==> src/rtl/tpu_tile_sequencer.sv <==
// Command-driven sequencer for a 4x4 MAC tile with ping-pong A/B banks and a C store buffer.
// Optional build macro TPU_SEQ_PERF_EN adds a saturating MAC-cycle counter on perf_cycles.
module tpu_tile_sequencer #(
    parameter int ADDR_BITS = 16,
    parameter int K_MAX     = 4096
) (
    input  logic                 clk,
    input  logic                 rst_n,
    input  logic                 cmd_valid,
    output logic                 cmd_ready,
    input  logic [2:0]           funct,
    input  logic [31:0]          input0,
    input  logic [31:0]          input1,
    output logic                 ld_bank,
    output logic                 rd_bank,
    output logic [ADDR_BITS-1:0] rd_idx,
    output logic                 mac_clr,
    output logic                 mac_en,
    output logic                 c_wr_en,
    output logic [1:0]           c_row,
    output logic [ADDR_BITS-1:0] c_idx,
    output logic                 busy,
    output logic                 done,
    output logic                 err
`ifdef TPU_SEQ_PERF_EN
    ,
    output logic [31:0]          perf_cycles
`endif
);

    localparam logic [2:0]  F_CONFIG = 3'd1;
    localparam logic [2:0]  F_START  = 3'd6;
    localparam logic [2:0]  F_CLEAR  = 3'd4;
    localparam logic [15:0] K_MAX_W  = 16'(K_MAX);

    typedef enum logic [2:0] {
        S_IDLE  = 3'd0,
        S_CLR   = 3'd1,
        S_MAC   = 3'd2,
        S_DRAIN = 3'd3,
        S_STORE = 3'd4
    } state_t;

    state_t                 r_state;
    logic [1:0]             r_full;
    logic                   r_ld_bank;
    logic                   r_rd_bank;
    logic [ADDR_BITS-1:0]   r_rd_idx;
    logic                   r_mac_clr;
    logic                   r_mac_en;
    logic                   r_c_wr_en;
    logic [1:0]             r_c_row;
    logic [ADDR_BITS-1:0]   r_c_idx;
    logic                   r_done;
    logic                   r_err;
    logic [15:0]            r_k;
    logic [15:0]            r_kcnt;
    logic [ADDR_BITS-1:0]   r_base;
    logic [ADDR_BITS-1:0]   r_tile;

    logic                   w_cmd_ready;
    logic                   w_acc;
    logic                   w_cfg;
    logic                   w_cfg_bad;
    logic                   w_start;
    logic                   w_start_ok;
    logic                   w_clear;
    logic                   w_release;
    logic [1:0]             w_rel_mask;
    logic [1:0]             w_set_mask;
    logic [1:0]             w_full_nxt;
    logic                   w_rd_bank_nxt;
    logic                   w_unused;

    // Command acceptance: CONFIG only while fully idle, START only into an empty load bank.
    always_comb begin
        w_cmd_ready = 1'b1;
        case (funct)
            F_CONFIG: w_cmd_ready = (r_state == S_IDLE) && (r_full == 2'b00);
            F_START:  w_cmd_ready = ~r_full[r_ld_bank];
            default:  w_cmd_ready = 1'b1;
        endcase
    end

    assign w_acc      = cmd_valid & w_cmd_ready;
    assign w_cfg      = w_acc & (funct == F_CONFIG);
    assign w_cfg_bad  = (input0[15:0] == 16'd0) || (input0[15:0] > K_MAX_W);
    assign w_start    = w_acc & (funct == F_START);
    assign w_start_ok = w_start & (r_k != 16'd0);
    assign w_clear    = w_acc & (funct == F_CLEAR);

    // Release and a new load may coincide; both masks apply to the same next-state vector.
    assign w_release     = (r_state == S_STORE) && (r_c_row == 2'd3);
    assign w_rel_mask    = w_release  ? (2'b01 << r_rd_bank) : 2'b00;
    assign w_set_mask    = w_start_ok ? (2'b01 << r_ld_bank) : 2'b00;
    assign w_full_nxt    = (r_full & ~w_rel_mask) | w_set_mask;
    assign w_rd_bank_nxt = w_release ? ~r_rd_bank : r_rd_bank;

    assign w_unused = ^{input0[31:16], input1[31:ADDR_BITS]};

    // Main tile FSM together with bank bookkeeping and all registered outputs.
    always_ff @(posedge clk or negedge rst_n) begin
        if (!rst_n) begin
            r_state   <= S_IDLE;
            r_full    <= 2'b00;
            r_ld_bank <= 1'b0;
            r_rd_bank <= 1'b0;
            r_rd_idx  <= '0;
            r_mac_clr <= 1'b0;
            r_mac_en  <= 1'b0;
            r_c_wr_en <= 1'b0;
            r_c_row   <= 2'd0;
            r_c_idx   <= '0;
            r_done    <= 1'b0;
            r_err     <= 1'b0;
            r_k       <= 16'd0;
            r_kcnt    <= 16'd0;
            r_base    <= '0;
            r_tile    <= '0;
        end else if (w_clear) begin
            r_state   <= S_IDLE;
            r_full    <= 2'b00;
            r_ld_bank <= 1'b0;
            r_rd_bank <= 1'b0;
            r_mac_clr <= 1'b0;
            r_mac_en  <= 1'b0;
            r_c_wr_en <= 1'b0;
            r_done    <= 1'b0;
            r_err     <= 1'b0;
        end else begin
            r_full    <= w_full_nxt;
            r_ld_bank <= r_ld_bank ^ w_start_ok;
            r_rd_bank <= w_rd_bank_nxt;
            r_mac_clr <= 1'b0;
            r_mac_en  <= (r_state == S_MAC);
            r_c_wr_en <= 1'b0;
            r_done    <= 1'b0;

            if (w_cfg) begin
                if (w_cfg_bad) begin
                    r_err <= 1'b1;
                end else begin
                    r_k    <= input0[15:0];
                    r_base <= input1[ADDR_BITS-1:0];
                    r_tile <= '0;
                end
            end else if (w_start && !w_start_ok) begin
                r_err <= 1'b1;
            end else begin
                r_err <= r_err;
            end

            case (r_state)
                S_IDLE: begin
                    if (w_full_nxt[r_rd_bank]) begin
                        r_state   <= S_CLR;
                        r_mac_clr <= 1'b1;
                    end else begin
                        r_state <= S_IDLE;
                    end
                end
                S_CLR: begin
                    r_state  <= S_MAC;
                    r_kcnt   <= 16'd0;
                    r_rd_idx <= '0;
                end
                S_MAC: begin
                    if (r_kcnt == (r_k - 16'd1)) begin
                        r_state <= S_DRAIN;
                    end else begin
                        r_kcnt   <= r_kcnt + 16'd1;
                        r_rd_idx <= ADDR_BITS'(r_kcnt + 16'd1);
                    end
                end
                S_DRAIN: begin
                    r_state   <= S_STORE;
                    r_c_wr_en <= 1'b1;
                    r_c_row   <= 2'd0;
                    r_c_idx   <= r_base + {r_tile[ADDR_BITS-3:0], 2'b00};
                end
                S_STORE: begin
                    if (r_c_row == 2'd3) begin
                        r_done <= 1'b1;
                        r_tile <= r_tile + ADDR_BITS'(1);
                        if (w_full_nxt[w_rd_bank_nxt]) begin
                            r_state   <= S_CLR;
                            r_mac_clr <= 1'b1;
                        end else begin
                            r_state <= S_IDLE;
                        end
                    end else begin
                        r_c_wr_en <= 1'b1;
                        r_c_row   <= r_c_row + 2'd1;
                        r_c_idx   <= r_c_idx + ADDR_BITS'(1);
                    end
                end
                default: begin
                    r_state <= S_IDLE;
                end
            endcase
        end
    end

`ifdef TPU_SEQ_PERF_EN
    logic [31:0] r_perf;

    // Saturating count of MAC cycles, restarted by every accepted valid CONFIG.
    always_ff @(posedge clk or negedge rst_n) begin
        if (!rst_n) begin
            r_perf <= 32'd0;
        end else if (w_cfg && !w_cfg_bad) begin
            r_perf <= 32'd0;
        end else if ((r_state == S_MAC) && (r_perf != 32'hFFFF_FFFF)) begin
            r_perf <= r_perf + 32'd1;
        end else begin
            r_perf <= r_perf;
        end
    end

    assign perf_cycles = r_perf;
`endif

    assign cmd_ready = w_cmd_ready;
    assign ld_bank   = r_ld_bank;
    assign rd_bank   = r_rd_bank;
    assign rd_idx    = r_rd_idx;
    assign mac_clr   = r_mac_clr;
    assign mac_en    = r_mac_en;
    assign c_wr_en   = r_c_wr_en;
    assign c_row     = r_c_row;
    assign c_idx     = r_c_idx;
    assign busy      = (r_state != S_IDLE) || (r_full != 2'b00);
    assign done      = r_done;
    assign err       = r_err;

endmodule
==> config.mk <==
export PLATFORM = sky130hd
export DESIGN_NAME = tpu_tile_sequencer
export DESIGN_NICKNAME = d
export VERILOG_FILES = /design/src/rtl/tpu_tile_sequencer.sv
export SDC_FILE = /design/constraint.sdc
export NUM_CORES = 1
export LEC_CHECK = 0
export ABC_CLOCK_PERIOD_IN_PS = 3100
export CORE_MARGIN = 2
export CORE_UTILIZATION = 35
export DETAILED_ROUTE_END_ITERATION = 10
export GPL_TIMING_DRIVEN = 0
export HOLD_SLACK_MARGIN = 0.15
export PLACE_DENSITY_LB_ADDON = 0.2
export SLEW_MARGIN = 30
export SYNTH_ARGS = -nofsm -noshare
export SYNTH_HDL_FRONTEND = slang
export SYNTH_SLANG_ARGS = --single-unit
==> constraint.sdc <==
create_clock -name clk -period 3.1 [get_ports clk]
set_clock_uncertainty 0.1 [all_clocks]
set_input_delay 0.465 -clock clk [delete_from_list [all_inputs] [get_ports clk]]
set_output_delay 0.465 -clock clk [all_outputs]
set_load 0.02 [all_outputs]
==> metrics.yaml <==
sta:
  relSlewSlack_pct: 55.9
  setup_viol_count_final: 0
  post-route-period-util_pct: 96.1
  clock.fmax_mhz: 336
  slew_violations: 0
  report.final.hold_viol_count: 0
  worstMarginPinSlew_ns: 0.658
  min_period_ns: 2.98
yosys:
  netlist_area_mm2: 0.00563
  synth_area_leaders: "dfrtp_1, mux2_2, ha_1"
  yosys-top-cells-count: "dfrtp_1, nand2_1, o21ai_0"
  synth_cell_types: 68
  netlist_instances: 614
  ys_seq_elements: 92
  yosysSeqAreaShare_pct: 40.9
  yosysWarningCount: 0
  yosys.area.top_type_share_pct: 40.9
  synth.avg_cell_area_um2: 9.17
  synth_most_common_cell: "dfrtp_1"
  yosys_most_used_dff: "dfrtp_1"
  synth_edf_count: 0
  ys_async_sr_fraction_pct: 100
  syn_nets: 708
  yosysTopAreaCell: "dfrtp_1"
run_status:
  status: "complete, no violations"
grt:
  grt.total_usage_pct: 18.5
  grt_max_degree: 58
  grt_pass1_wl_um: 24700
  grt_pass1_vias: 4974
  overflow: 0
  antenna_found_initial: 0
cts:
  cts_buffer_depth: 2
  clk_pin_slew_worst_paths_ns: 0.07
  insertion_delay_ns: 0.35
  cts_tree: "yes"
  cts_root_buf: "clkbuf_16"
  htreeDepth: 3
  tritoncts.num_buffers: 9
  clock-sinks: 92
place:
  port-buffer-count: 80
  hpwlAfterDp_um: 11500
  place_congestion: 0.854
  dpl-instance-area_mm2: 0.00673
floorplanning:
  die_area_mm2: 0.0171
  num_rows: 46
  die_h_um: 131
  die_w_um: 131
  io_pins: 113
  core_area_mm2: 0.0158
  initial_core_util_pct: 35.6
worst_setup_path:
  worst_ep_required_time_ns: 3.27
  crit_path_end_kind: "register"
  worstSetupPathType: "reg -> reg"
  cp.arrival_ns: 3.15
  cp-start-kind: "register"
  crit_fanout: 9
layout:
  drive_gt1_share_pct: 13.2
  antenna_cells: 0
  fin_area_mm2: 0.00723
  fin_util_pct: 45.7
  area_growth_pct: 28.4
  fin_nets: 802
power_and_ir_drop:
  leakagePower_nw: 3.07
  power_density_mw_per_mm2: 640
  ir_worst_vdd_uv: 396
flow_run:
  drv_cap: 0
hold_path:
  hp-class: "reg -> reg"
drt:
  drt_iter0_drc: 200
  wl_per_cell_um: 16.5
  dr.pass1.iters: 4
  post-route-drc-count: 0
  ant_nets: 0
  totalWireLength_um: 15300
  vias_per_cell: 5.36
  num_vias: 4981
==> final timing paths <==
path	startpoint	to	slack (ns)	cells past startpoint
setup / recovery	r_k[8]	r_kcnt[12]	0.12	9
hold / removal	r_base[0]	c_idx[0]	0.40	2
max in group asynchronous	rst_n	r_base[0]	1.76	3
hold reg to reg	r_base[0]	c_idx[0]	0.40	2
min in group asynchronous	rst_n	r_k[10]	0.54	2
setup reg to reg	r_k[8]	r_kcnt[12]	0.12	9
==> where the power goes <==
| part | total (mW) | internal [mW] | switching (mW) |
|---|---|---|---|
| Combinational | 1.79 | 0.792 | 0.998 |
| Clock | 1.16 | 0.669 | 0.487 |
| Sequential | 1.69 | 1.41 | 0.275 |
| Total | 4.63 | 2.87 | 1.76 |
==> worst max-delay path, stage by stage (launching register included) <==
cell and delay (ns):
dfrtp_1 0.35, buf_2 0.18, or4_4 0.55, nor4_4 0.34, mux2i_2 0.33, a2111oi_4 0.08
nand4_4 0.20, nand3_4 0.15, or4_1 0.44, a21oi_1 0.17
==> routing by layer <==
metal | wire length (µm) | track usage (%)
met4 | 395 | 7.70
met5 | 0 | 0
met2 | 7840 | 33.1
met3 | 653 | 3.54
met1 | 6440 | 21.9
==> sequential cells by signal, indices dropped and copies added (netlist names), 2 cells and up <==
signal   count
r_kcnt      16
r_tile      14
r_state      3
r_base      16
c_row        2
r_k         16
r_full       2
c_idx       16
==> placed cells by master, fill, tap and decap left out, types with 3 or more instances in the layout <==
master | synthesis | routed
o31ai_1 | 7 | 7
or4_1 | 8 | 7
nand2b_1 | 6 | 6
nand4_1 | 9 | 9
o21a_1 | 3 | 3
clkbuf_1 | 18 | 13
nand2_1 | 60 | 60
xor2_1 | 18 | 18
and3_1 | 17 | 17
a21oi_1 | 39 | 38
nor2_1 | 47 | 47
o21ai_0 | 52 | 51
nor2b_1 | 3 | 3
and2_1 | 6 | 6
nor4_4 | 1 | 4
dfrtp_1 | 92 | 89
o22ai_1 | 6 | 5
xnor2_1 | 16 | 16
buf_4 | 0 | 4
ha_1 | 23 | 21
clkdlybuf4s50_1 | 0 | 79
nand3_1 | 27 | 27
clkbuf_16 | 0 | 9
nor3_1 | 15 | 12
or3_1 | 11 | 10
mux2_2 | 29 | 29
nor3b_1 | 4 | 3
nor4_1 | 8 | 4
buf_2 | 2 | 3
dfrtp_2 | 0 | 3
mux2i_1 | 5 | 4
clkinvlp_4 | 0 | 4
buf_1 | 5 | 4
inv_1 | 21 | 20
a31oi_1 | 4 | 4
o211ai_1 | 6 | 6
==> cell families (layout without fill, tap and decap cells) <==
logic type / Yosys count / after routing / synth area share (%)
adders and majority gates: 24 / 24 / 5.46
AOI/OAI and AO/OA: 143 / 143 / 15.7
DFF: 92 / 92 / 40.9
muxes: 34 / 34 / 6.69
xor gates and xnor gates: 34 / 34 / 5.29
and+or+nand+nor: 238 / 238 / 22.5
buffers and inverters: 49 / 148 / 3.44
==> metrics by stage <==
step | setup TNS [ns] | cells | hold slack [ns] | total power, mW | setup slack, ns
after floorplan | 0 | 614 | 0.0694 | 2.68 | 0.167
after global placement | -211.12 | 910 | 0.385 | 3.33 | -2.12
after detailed placement | -20.79 | 911 | 0.380 | 3.37 | -0.576
after CTS | -0.0986 | 927 | 0.402 | 4.60 | -0.0281
after global routing | -0.0882 | 929 | 0.431 | 4.93 | -0.0230
final | 0 | 929 | 0.399 | 4.63 | 0.121
==> timing repair <==
action / in CTS / in global routing
pin swaps: 1 / 10
hold endpoints to repair: 56 / 0
endpoints found under the setup margin: 52 / 27
buffers inserted: 0 / 4
hold buffers: 1 / 0
gates resized for setup: 9 / 28
==> area by class of cell <==
cell class                 count  area (µm²)
timing repair buffer          86         862
fill                        1534        8590
inverter                      23        86.3
buffer                        23         100
clock inverter                 5        60.1
tap                          216         270
clock buffer                  11         253
sequential                    92        2310
multi-input combinational    473        3300
Note: power is estimated with default switching activity, not from simulation.
